### src/rtl/hazard_ctrl.sv
// hazard_ctrl: load-use, redirect and memory-wait hazard controller with watchdog
// Ports:
//   clk, rst                 core clock, asynchronous active-high reset
//   EnRs1_id/EnRs2_id        ID instruction reads rs1/rs2
//   Rs1Idx_id/Rs2Idx_id      ID source indices
//   EnMemR_ex/RdIdx_ex       EX instruction is a load / its destination
//   Redirect_ex              taken branch/jump resolved in EX
//   MemReq_mem/MemReady_mem  MEM access request / completion
//   Stall_*/Flush_id/Bubble_* pipeline control (combinational)
//   Err_timeout              sticky memory watchdog error
//   PerfLu/PerfMem/PerfFlush saturating event counters (only with HAZARD_PERF_EN)
module hazard_ctrl #(
    parameter int RF_SIZE     = 5,
    parameter int MEM_TIMEOUT = 255,
    parameter int CNT_W       = 16
) (
    input  logic               clk,
    input  logic               rst,
    input  logic               EnRs1_id,
    input  logic               EnRs2_id,
    input  logic [RF_SIZE-1:0] Rs1Idx_id,
    input  logic [RF_SIZE-1:0] Rs2Idx_id,
    input  logic               EnMemR_ex,
    input  logic [RF_SIZE-1:0] RdIdx_ex,
    input  logic               Redirect_ex,
    input  logic               MemReq_mem,
    input  logic               MemReady_mem,
    output logic               Stall_if,
    output logic               Stall_id,
    output logic               Stall_ex,
    output logic               Stall_mem,
    output logic               Flush_id,
    output logic               Bubble_ex,
    output logic               Bubble_wb,
    output logic               Err_timeout
`ifdef HAZARD_PERF_EN
    ,
    output logic [31:0]        PerfLu,
    output logic [31:0]        PerfMem,
    output logic [31:0]        PerfFlush
`endif
);
    typedef enum logic {S_RUN, S_WAIT} state_t;

    state_t           state_q, state_d;
    logic [CNT_W-1:0] cnt_q, cnt_d;
    logic             err_q, err_d;
    logic             lu, mb, lu_g, fl_g;

    assign lu = EnMemR_ex && RdIdx_ex != '0 &&
                ((EnRs1_id && Rs1Idx_id == RdIdx_ex) || (EnRs2_id && Rs2Idx_id == RdIdx_ex));
    assign mb = MemReq_mem && !MemReady_mem;
    // A frozen pipeline outranks a redirect, which in turn squashes any load-use stall.
    assign fl_g = !mb && Redirect_ex;
    assign lu_g = !mb && !Redirect_ex && lu;

    assign Stall_if    = mb || lu_g;
    assign Stall_id    = mb || lu_g;
    assign Stall_ex    = mb;
    assign Stall_mem   = mb;
    assign Bubble_wb   = mb;
    assign Flush_id    = fl_g;
    assign Bubble_ex   = fl_g || lu_g;
    assign Err_timeout = err_q;

    always_comb begin
        state_d = state_q;
        cnt_d   = cnt_q;
        // The error is taken from the registered count, one edge after it hits the limit.
        err_d   = err_q || cnt_q == CNT_W'(MEM_TIMEOUT);
        case (state_q)
            S_RUN: begin
                state_d = mb ? S_WAIT : S_RUN;
                cnt_d   = mb ? CNT_W'(1) : '0;
            end
            default: begin
                state_d = mb ? S_WAIT : S_RUN;
                cnt_d   = !mb ? '0 : &cnt_q ? cnt_q : cnt_q + CNT_W'(1);
            end
        endcase
    end

    always_ff @(posedge clk or posedge rst) begin
        if (rst) begin
            state_q <= S_RUN;
            cnt_q   <= '0;
            err_q   <= 1'b0;
        end else begin
            state_q <= state_d;
            cnt_q   <= cnt_d;
            err_q   <= err_d;
        end
    end

`ifdef HAZARD_PERF_EN
    logic [31:0] perf_lu_q, perf_mem_q, perf_fl_q;

    always_ff @(posedge clk or posedge rst) begin
        if (rst) begin
            perf_lu_q  <= '0;
            perf_mem_q <= '0;
            perf_fl_q  <= '0;
        end else begin
            perf_lu_q  <= perf_lu_q  + {31'b0, lu_g && !(&perf_lu_q)};
            perf_mem_q <= perf_mem_q + {31'b0, mb   && !(&perf_mem_q)};
            perf_fl_q  <= perf_fl_q  + {31'b0, fl_g && !(&perf_fl_q)};
        end
    end

    assign PerfLu    = perf_lu_q;
    assign PerfMem   = perf_mem_q;
    assign PerfFlush = perf_fl_q;
`endif
endmodule

### config.mk
export PLATFORM = sky130hd
export DESIGN_NAME = hazard_ctrl
export DESIGN_NICKNAME = d
export VERILOG_FILES = /design/src/rtl/hazard_ctrl.sv
export SDC_FILE = /design/constraint.sdc
export NUM_CORES = 1
export LEC_CHECK = 0
export BUFFER_PORTS_ARGS = -buffer_cell sky130_fd_sc_hd__buf_4
export CORE_UTILIZATION = 40
export DETAILED_ROUTE_END_ITERATION = 6
export PLACE_DENSITY = 0.66
export SYNTH_ARGS = -nofsm -noshare
export SYNTH_HDL_FRONTEND = slang
export SYNTH_SLANG_ARGS = --single-unit
### constraint.sdc
create_clock -name clk -period 1.8 [get_ports clk]
set_input_delay 0.36 -clock clk [delete_from_list [all_inputs] [get_ports clk]]
set_output_delay 0.36 -clock clk [all_outputs]
set_load 0.02 [all_outputs]
* Word-level counts from Yosys, hierarchy flattened
Index checks and enable logic that the tools add are counted.
Word-level totals: latch bits 0, input port bits 23, bits in registers 18, logic and storage cells 30, bits in writable memories 0, bits in read-only memories 0, memories 0
Operators by class: divide/modulo/power cells 0, equality and inequality tests 4, $lt $le $gt $ge 0, add/subtract/negate cells 1, multiplexer cells 5, $mul 0, bitwise operators 0, reduce and logical (&&, ||, !) cells 17, shifts and indexed selects 0
Operators by type and width (count):
- $mux W16 | 3
- $add A16 B1 Y16 const B | 1
- $eq A16 B8 Y1 const B | 1
- $reduce_and A16 Y1 | 1
- $eq A5 B5 Y1 | 2
- $logic_and A1 B1 Y1 | 8
- $reduce_bool A5 Y1 | 1
- $logic_or A1 B1 Y1 | 4
- $logic_not A1 Y1 | 3
- $ne A3 B3 Y1 const B | 1
- $mux W1 | 2

* Depth between registers and ports, before layout
Gate-level depths: netlist of run 1.
word-level depth 6, gate-level depth with buffers 6, depth with buffers taken out 5

* Least setup slack after synthesis of run 1
Ideal clock, no wire load.
path type input-to-output, start input port RdIdx_ex[3], end output port Stall_if, cell stages on the path 5, arrival 1.809 ns, data required time 1.440 ns, path buffers 1, setup slack -0.369 ns, path through xor2_1 > nor4_1 > a32oi_1 > o31ai_1 > buf_4
On the way: word-level cells in the longest chain between the ends 6, elaborated cells on any way between the ends 10, those cells by class eq/ne: 2; reduce/logical: 8
Ends and longest elaborated chain:
- start: declaration | line 24 | input logic [RF_SIZE-1:0] RdIdx_ex,
- $eq A5 B5 Y1 | line 51 | ((EnRs1_id && Rs1Idx_id == RdIdx_ex) || (EnRs2_id && Rs2Idx_id == RdIdx_ex));
- $logic_and A1 B1 Y1 | line 51
- $logic_or A1 B1 Y1 | line 51
- $logic_and A1 B1 Y1 (*) | line 50 | assign lu = EnMemR_ex && RdIdx_ex != '0 &&
- $logic_and A1 B1 Y1 (*) | line 55 | assign lu_g = !mb && !Redirect_ex && lu;
- $logic_or A1 B1 Y1 (*)
- end: declaration | line 28 | output logic Stall_if,
Every way passes the cells marked *; elsewhere a longest branch is shown, timed or not.

* Worst setup path in the final report of run 1
start input port Rs1Idx_id[2], end output port Stall_id
On the way: word-level cells in the longest chain between the ends 6
Ends and longest elaborated chain:
- start: declaration | line 21 | input logic [RF_SIZE-1:0] Rs1Idx_id,
- $eq A5 B5 Y1 | line 51
- $logic_and A1 B1 Y1 | line 51
- $logic_or A1 B1 Y1 | line 51
- $logic_and A1 B1 Y1 | line 50
- $logic_and A1 B1 Y1 | line 55
- $logic_or A1 B1 Y1 | line 58 | assign Stall_id = mb || lu_g;
- end: declaration | line 29 | output logic Stall_id,
No other way between the ends.

==> out/results.tsv, run 1 <==
metric	value	unit
status	finished with violations	
failing checks	negative setup slack	
H-tree depth	1	
top cells by area, synth	dfrtp_1 39%, xor2_1 6.1%, a21oi_1 4.3%, nand2_1 3.3%, nor4_1 3.3%	
LEAKAGE	0.686	nW
slowest stage delay, CP	0.31	ns
Yosys top cell by area	dfrtp_1	
vias per cell	5.80	
Routed Antenna Nets	0	
Mapped Area	0.00115	sq mm
CP bufs+invs	2	
Core Region	0.00273	sq mm
IO Port Bufs	30	
Post-route DRC	0	
commonest non-fill, non-tap cell in the layout	buf_4	
Max Clock Freq	0.532	GHz
worst vdd ir	0.448	mV
fraction of registers with async set or reset after synthesis	100	%
Routed wire per std cell	14.1	um
initial drt markers	23	
WL met2	1.36	mm
Fin. Hold Viols	0	
number of global-route vias before repair	1104	
critical path arrival	1.52	ns
CTS buffer count	3	
worst-path cell chain	buf_6, xor2_1, nor4_2, a32oi_2, o31ai_4, buf_6	
vias	1091	
PwrDens	516	mW/mm^2
clk_lat worst skew	0.30	ns
commonest non-fill, non-tap cells in the layout	32 x buf_4, 18 x dfrtp_1, 10 x nand2_1, 10 x a21oi_1, 8 x xor2_1	
fin util	56.9	%
Detailed Routing Iterations Pass 1	4	
DIE AREA	0.00310	sq mm
Final Wtd Congestion	0.795	
fin crit share	104	%
Slew HR	54.4	%
area grow syn2layout	34.9	%
Most used DFF post-synth	dfrtp_1	
share of post-route cells with drive strength above 1	36.3	%
Worst EP required	1.44	ns
Startpoint Class	input port	
critical path's slowest cell	nor4_2	
CTS tree	yes	
number of fill cells in the layout	234	
CP endpoint kind	primary output	
final setup fails	3	
Total Routed Length	2.65	mm
YS warnings	0	
# diodes	0	
Post-CTS Setup Inserts	0	
first-pass GRT wire length	4.57	mm
syn nets	145	
mean post-synth cell area	9.53	sq um
clk slew on worst S/H paths	0.11	ns
RSZ-0062 raised after global routing	yes	
total gr overflow	0	
wl on met1	1.12	mm
Site Rows	19	
dpl cell area	0.00146	sq mm
Worst-Margin Slew	0.683	ns
Sink Count	18	
Starting Density	42.2	%
number of flops mapped to enable cells by yosys	0	
die span in y	55.7	um
gr usage total	18.6	%
clk_skew	0.00891	ns
topmost layer with routed signal wires	met4	
Crit Path Class	input port to primary output	
distinct cell type count after synthesis	44	
post-DP HPWL	2.03	mm
most used cell along the critical path	buf_6	
design area	0.00156	sq mm
share of the synthesized area in the top cell type	39.0	%
met3 WL	117	um
CTS Root Cell	clkbuf_4	
nets	182	
max-slew violations	0	
Worst path top cell family by delay	compound AO/OA/AOI/OAI gates	
Max-cap violations	0	
hold crit path type	input port to async pin	
Seq/Total Area, Yosys	39.0	%
Bufs on Longest Clock Path	2	
largest net degree at the start of global routing	19	
final worst slack	-0.0809	ns
CP Max Fanout	2	
Yosys reg bits	18	
die outline width	55.7	um
Tmin final	1.88	ns
Ports	31	
hold-fix buffers at CTS	0	
synthesized instance count	121	
initial antenna violation count	0	
metrics by stage:
stage	setup slack (ns)	setup TNS, ns	power, W	instances	hold slack [ns]
after floorplan	-0.108	-0.176	0.000474	121	0.299
after detailed placement	-0.213	-0.574	0.000543	184	0.460
after global routing	-0.148	-0.434	0.000834	188	0.214
after CTS	-0.150	-0.368	0.000801	188	0.185
after global placement	-0.144	-0.403	0.000539	184	0.457
final	-0.0809	-0.232	0.000804	188	0.150
repair_timing:
| action | in CTS | in global routing |
|---|---|---|
| setup endpoints to repair | 3 | 6 |
| gates resized for setup | 6 | 6 |
| pin swaps | 7 | 2 |
area by class of cell:
cell class	instances	area, sq um	area share [%]
tap	31	38.8	2.49
sequential	18	450	28.9
multi-input combinational	91	684	44.0
timing repair buffer	39	328	21.1
clock buffer	4	36.3	2.33
inverter	5	18.8	1.21
worst reg2reg max path, cell delays in order, from the launching register on:
cell     delay [ns]
dfrtp_1        0.37
ha_2           0.21
nand4_2        0.17
or4_4          0.58
xnor2_1        0.14
a21oi_1        0.14
flip-flops by register name, indices dropped and copies added (netlist names):
register,cells
cnt_q,16
state_q,1
Err_timeout,1
cells by family (layout without fill, tap and decap cells):
logic type / Yosys count / after routing / synth area share [%]
flops: 18 / 18 / 39.0
simple gates: 50 / 50 / 28.9
compound gates: 28 / 28 / 16.1
fa+ha+maj: 1 / 1 / 1.08
mux: 1 / 1 / 0.868
xor+xnor: 11 / 11 / 8.35
buf+inv: 12 / 48 / 5.75
power by group:
group | internal [W] | switching [W] | total [W] | leakage, nW
clock | 0.000123 | 0.000135 | 0.000258 | 0.0210
sequential | 0.000407 | 0.00000165 | 0.000408 | 0.249
combinational | 0.0000717 | 0.0000651 | 0.000137 | 0.415
worst paths after layout:
check                             start        to  slack, ns  cells past startpoint
setup / recovery           Rs1Idx_id[2]  Stall_id      -0.08                      6
hold / removal                      rst  cnt_q[5]       0.15                      2
setup reg to reg               cnt_q[0]  cnt_q[0]       0.11                      5
hold reg to reg                 state_q  cnt_q[0]       0.47                      1
max in group asynchronous           rst  cnt_q[1]       1.21                      2
min in group clk             MemReq_mem   state_q       0.37                      3
routing by layer:
metal  up-vias  global-route usage, %
met2        40                   33.7
met5         -                      0
met4         0                   10.4
li1        528                      -
met1       519                   21.2
met3         4                   1.86
cells in the mapped netlist (3+ instances only):
master,n
nand3_1,4
a21oi_1,10
xor2_1,8
buf_4,3
or4_1,5
nor3_1,5
o31ai_1,5
dfrtp_1,18
inv_1,4
nand2_1,10
nor4_1,6
xnor2_1,3
nor2_1,3
Note: power is estimated with default switching activity, not from simulation.
==> run 2, diff against run 1 <==
ABC_AREA = 1   (was unset)
PLACE_DENSITY = unset   (was 0.66)
TNS_END_PERCENT = 20   (was unset)
==> run 2 against run 1 <==
Net effect:
- the run now ends clean
- first-iteration DRC count increased by 110%
- worst setup slack better by 0.30 ns
- wire length increased by 17%
- clock skew down 0.0021 ns
- via count is 20% higher
- register-to-register slack improved by 0.22 ns
- non-clock buffer count down 6
- sequential power is essentially flat
==> out/results.tsv, run 2 <==
metric	value	unit	change
Sink Count	18		unchanged
Layout Cells excl Fill	273		was 188
Worst EP required	1.44	ns	about the same
Tmin final	1.58	ns	was 1.88 ns
status	complete, no violations		was finished with violations
Total Routed Length	3.09	mm	was 2.65 mm
RSZ-0062 raised after global routing	no		was yes
clk slew on worst S/H paths	0.10	ns	was 0.11 ns
clk_skew	0.00684	ns	was 0.00891 ns
Gate power share	17.4	%	was 17.0%
Yosys reg bits	18		unchanged
Synth top cells by count	46 x nand2_1, 28 x inv_1, 27 x nor2_1, 18 x dfrtp_1, 16 x nand3_1		was 18 x dfrtp_1, 10 x a21oi_1, 10 x nand2_1, 8 x xor2_1, 6 x nor4_1
FF-to-FF End	cnt_q[7]		was cnt_q[0]
Clk pwr share	26.9	%	was 32.2%
# diodes	0		unchanged
CTS Root Cell	clkbuf_4		unchanged
Most used DFF post-synth	dfrtp_1		unchanged
LEAKAGE	0.916	nW	was 0.686 nW
commonest non-fill, non-tap cell in the layout	nand2_1		was buf_4
largest net degree at the start of global routing	19		unchanged
DIE AREA	0.00360	sq mm	was 0.00310 sq mm
post-DP HPWL	2.54	mm	was 2.03 mm
mean post-synth cell area	6.83	sq um	was 9.53 sq um
Slew HR	79.8	%	was 54.4%
worst reg2reg path startpoint	cnt_q[0]		unchanged
die outline width	60.0	um	was 55.7 um
first-pass GRT wire length	5.48	mm	was 4.57 mm
top cells by area, synth	dfrtp_1 33%, nand2_1 13%, inv_1 7.8%, nor2_1 7.5%, nand3_1 5.9%		was dfrtp_1 39%, xor2_1 6.1%, a21oi_1 4.3%, nand2_1 3.3%, nor4_1 3.3%
Sw Ratio	25.6	%	was 25.1%
Pint	0.000548	W	was 0.000602 W
number of flops mapped to enable cells by yosys	0		unchanged
total gr overflow	0		unchanged
vias	1314		was 1,091
Yosys top cell by area	dfrtp_1		unchanged
H-tree depth	1		unchanged
CP endpoint kind	primary output		unchanged
final setup fails	0		was 3
hold-fix buffers at CTS	0		unchanged
hold crit path type	input port to async pin		unchanged
Starting Density	43.0	%	was 42.2%
distinct cell type count after synthesis	30		was 44
CTS tree	yes		unchanged
count leader, synth	nand2_1		was dfrtp_1
Switch Pwr	0.000189	W	was 0.000202 W
Fin. Hold Viols	0		unchanged
Power Total	0.000736	W	was 0.000804 W
Core Region	0.00313	sq mm	was 0.00273 sq mm
Seq/Total Area, Yosys	33.5	%	was 39.0%
Final Wtd Congestion	0.877		was 0.795
area grow syn2layout	22.1	%	was 34.9%
nets	255		was 182
power share of the sequential group	55.7	%	was 50.8%
final worst slack	0.215	ns	was -0.0809 ns
Routed wire per std cell	11.3	um	was 14.1 um
Crit Path Class	input port to primary output		unchanged
Max Clock Freq	0.631	GHz	was 0.532 GHz
Post-route DRC	0		unchanged
initial antenna violation count	0		unchanged
Site Rows	20		was 19
PwrDens	448	mW/mm^2	was 516 mW/mm^2
IO Port Bufs	30		unchanged
initial drt markers	49		was 23
vias per cell	4.81		was 5.80
placed cell count	270		was 184
share of post-route cells with drive strength above 1	25.8	%	was 36.3%
critical path arrival	1.22	ns	was 1.52 ns
Startpoint Class	input port		unchanged
Top reg by flops	cnt_q		unchanged
worst vdd ir	0.323	mV	was 0.448 mV
CTS resizes	0		was 6
fraction of registers with async set or reset after synthesis	100	%	unchanged
CP Max Fanout	9		was 2
Routed Antenna Nets	0		unchanged
setup TNS	0	ns	was -0.232 ns
Ports	31		unchanged
gr usage total	20.4	%	was 18.6%
CTS buffer count	3		unchanged
Place WS	0.203	ns	was -0.213 ns
max-slew violations	0		unchanged
Bufs on Longest Clock Path	2		unchanged
Mapped Area	0.00135	sq mm	was 0.00115 sq mm
commonest non-fill, non-tap cells in the layout	46 x nand2_1, 33 x buf_4, 28 x inv_1		was 32 x buf_4, 18 x dfrtp_1, 10 x nand2_1, 10 x a21oi_1, 8 x xor2_1
reg-to-reg slack, setup	0.33	ns	was 0.11 ns
Post-CTS Setup Inserts	0		unchanged
YS warnings	0		unchanged
Max-cap violations	0		unchanged
Detailed Routing Iterations Pass 1	4		unchanged
syn nets	221		was 145
clk_lat worst skew	0.29	ns	was 0.30 ns
reg2reg path depth	9		was 5
share of the synthesized area in the top cell type	33.5	%	was 39.0%
synthesized instance count	197		was 121
number of flip-flops in the largest register	16		unchanged
fin crit share	88.0	%	was 104%
Worst-Margin Slew	0.301	ns	was 0.683 ns
number of global-route vias before repair	1258		was 1,104
die span in y	60.0	um	was 55.7 um
run 2: cell types whose count changed after synthesis, moves of 4 or more:
| cell | delta |
|---|---|
| o21ai_0 | +5 |
| inv_1 | +24 |
| nand2_1 | +36 |
| nand2_2 | +6 |
| nand3_1 | +12 |
| nor2_2 | +4 |
| nor4_1 | -6 |
| xor2_1 | -6 |
| or4_1 | -5 |
| o31ai_1 | -5 |
| nand4_1 | +8 |
| a21oi_1 | -8 |
| nor2_1 | +24 |
run 2: layer usage:
metal  wire [um]  up-vias  track usage [%]
met5           0        -                0
met4          46        0             5.98
met3         197        4             3.46
met2        1430       43             34.1
met1        1410      578             26.7
li1            -      689                -
run 2: worst max-delay path, stage by stage:
cell     delay, ns
buf_4         0.11
nor2_1        0.09
buf_4         0.17
inv_1         0.08
nand4_1       0.09
inv_1         0.04
nand2_1       0.07
nand2_1       0.07
buf_4         0.16
run 2: power by group through the flow:
| stage | registers, W | logic, W | clock network, W |
|---|---|---|---|
| floorplan | 0.000417 | 0.0000648 | 0 |
| global placement | 0.000419 | 0.000127 | 0 |
| detailed placement | 0.000419 | 0.000130 | 0 |
| CTS | 0.000411 | 0.000130 | 0.000211 |
| global route | 0.000411 | 0.000143 | 0.000225 |
| finish | 0.000411 | 0.000128 | 0.000198 |
run 2: worst max-delay path by stage:
stage / start / endpoint / slack [ns] / depth (start not counted)
after floorplan: MemReq_mem / Stall_if / 0.06 / 9
after global routing: RdIdx_ex[1] / Stall_if / 0.11 / 9
after CTS: MemReady_mem / Stall_if / 0.19 / 9
final: MemReady_mem / Stall_if / 0.22 / 9
after global placement: MemReady_mem / cnt_q[6] / 0.24 / 7
after detailed placement: MemReady_mem / Stall_if / 0.20 / 9
run 2: kinds of logic (layout without fill, tap and decap cells):
logic type	Yosys count	after routing	synth area share, %
xor+xnor	4	4	2.60
fa+ha+maj	1	1	0.929
simple gates	122	122	45.4
flops	18	18	33.5
buf+inv	35	67	10.7
compound gates	17	17	6.97
run 2: metrics by stage:
step / hold slack, ns / area, sq um / utilization, %
2_1_floorplan: 0.299 / 1350 / -
3_3_place_gp: 0.399 / 1620 / 51.8
3_5_place_dp: 0.405 / 1620 / 51.8
4_1_cts: 0.0733 / 1640 / 52.6
5_1_grt: 0.0900 / 1640 / 52.6
6_report: 0.0755 / 1640 / 52.6
run 2: final cells by class:
cell class,instances,area [sq um]
Timing Repair Buffer,33,248
Inverter,31,116
Multi-Input combinational cell,144,752
Fill cell,303,1480
Clock buffer,3,22.5
Sequential cell,18,450
Tap cell,44,55.1
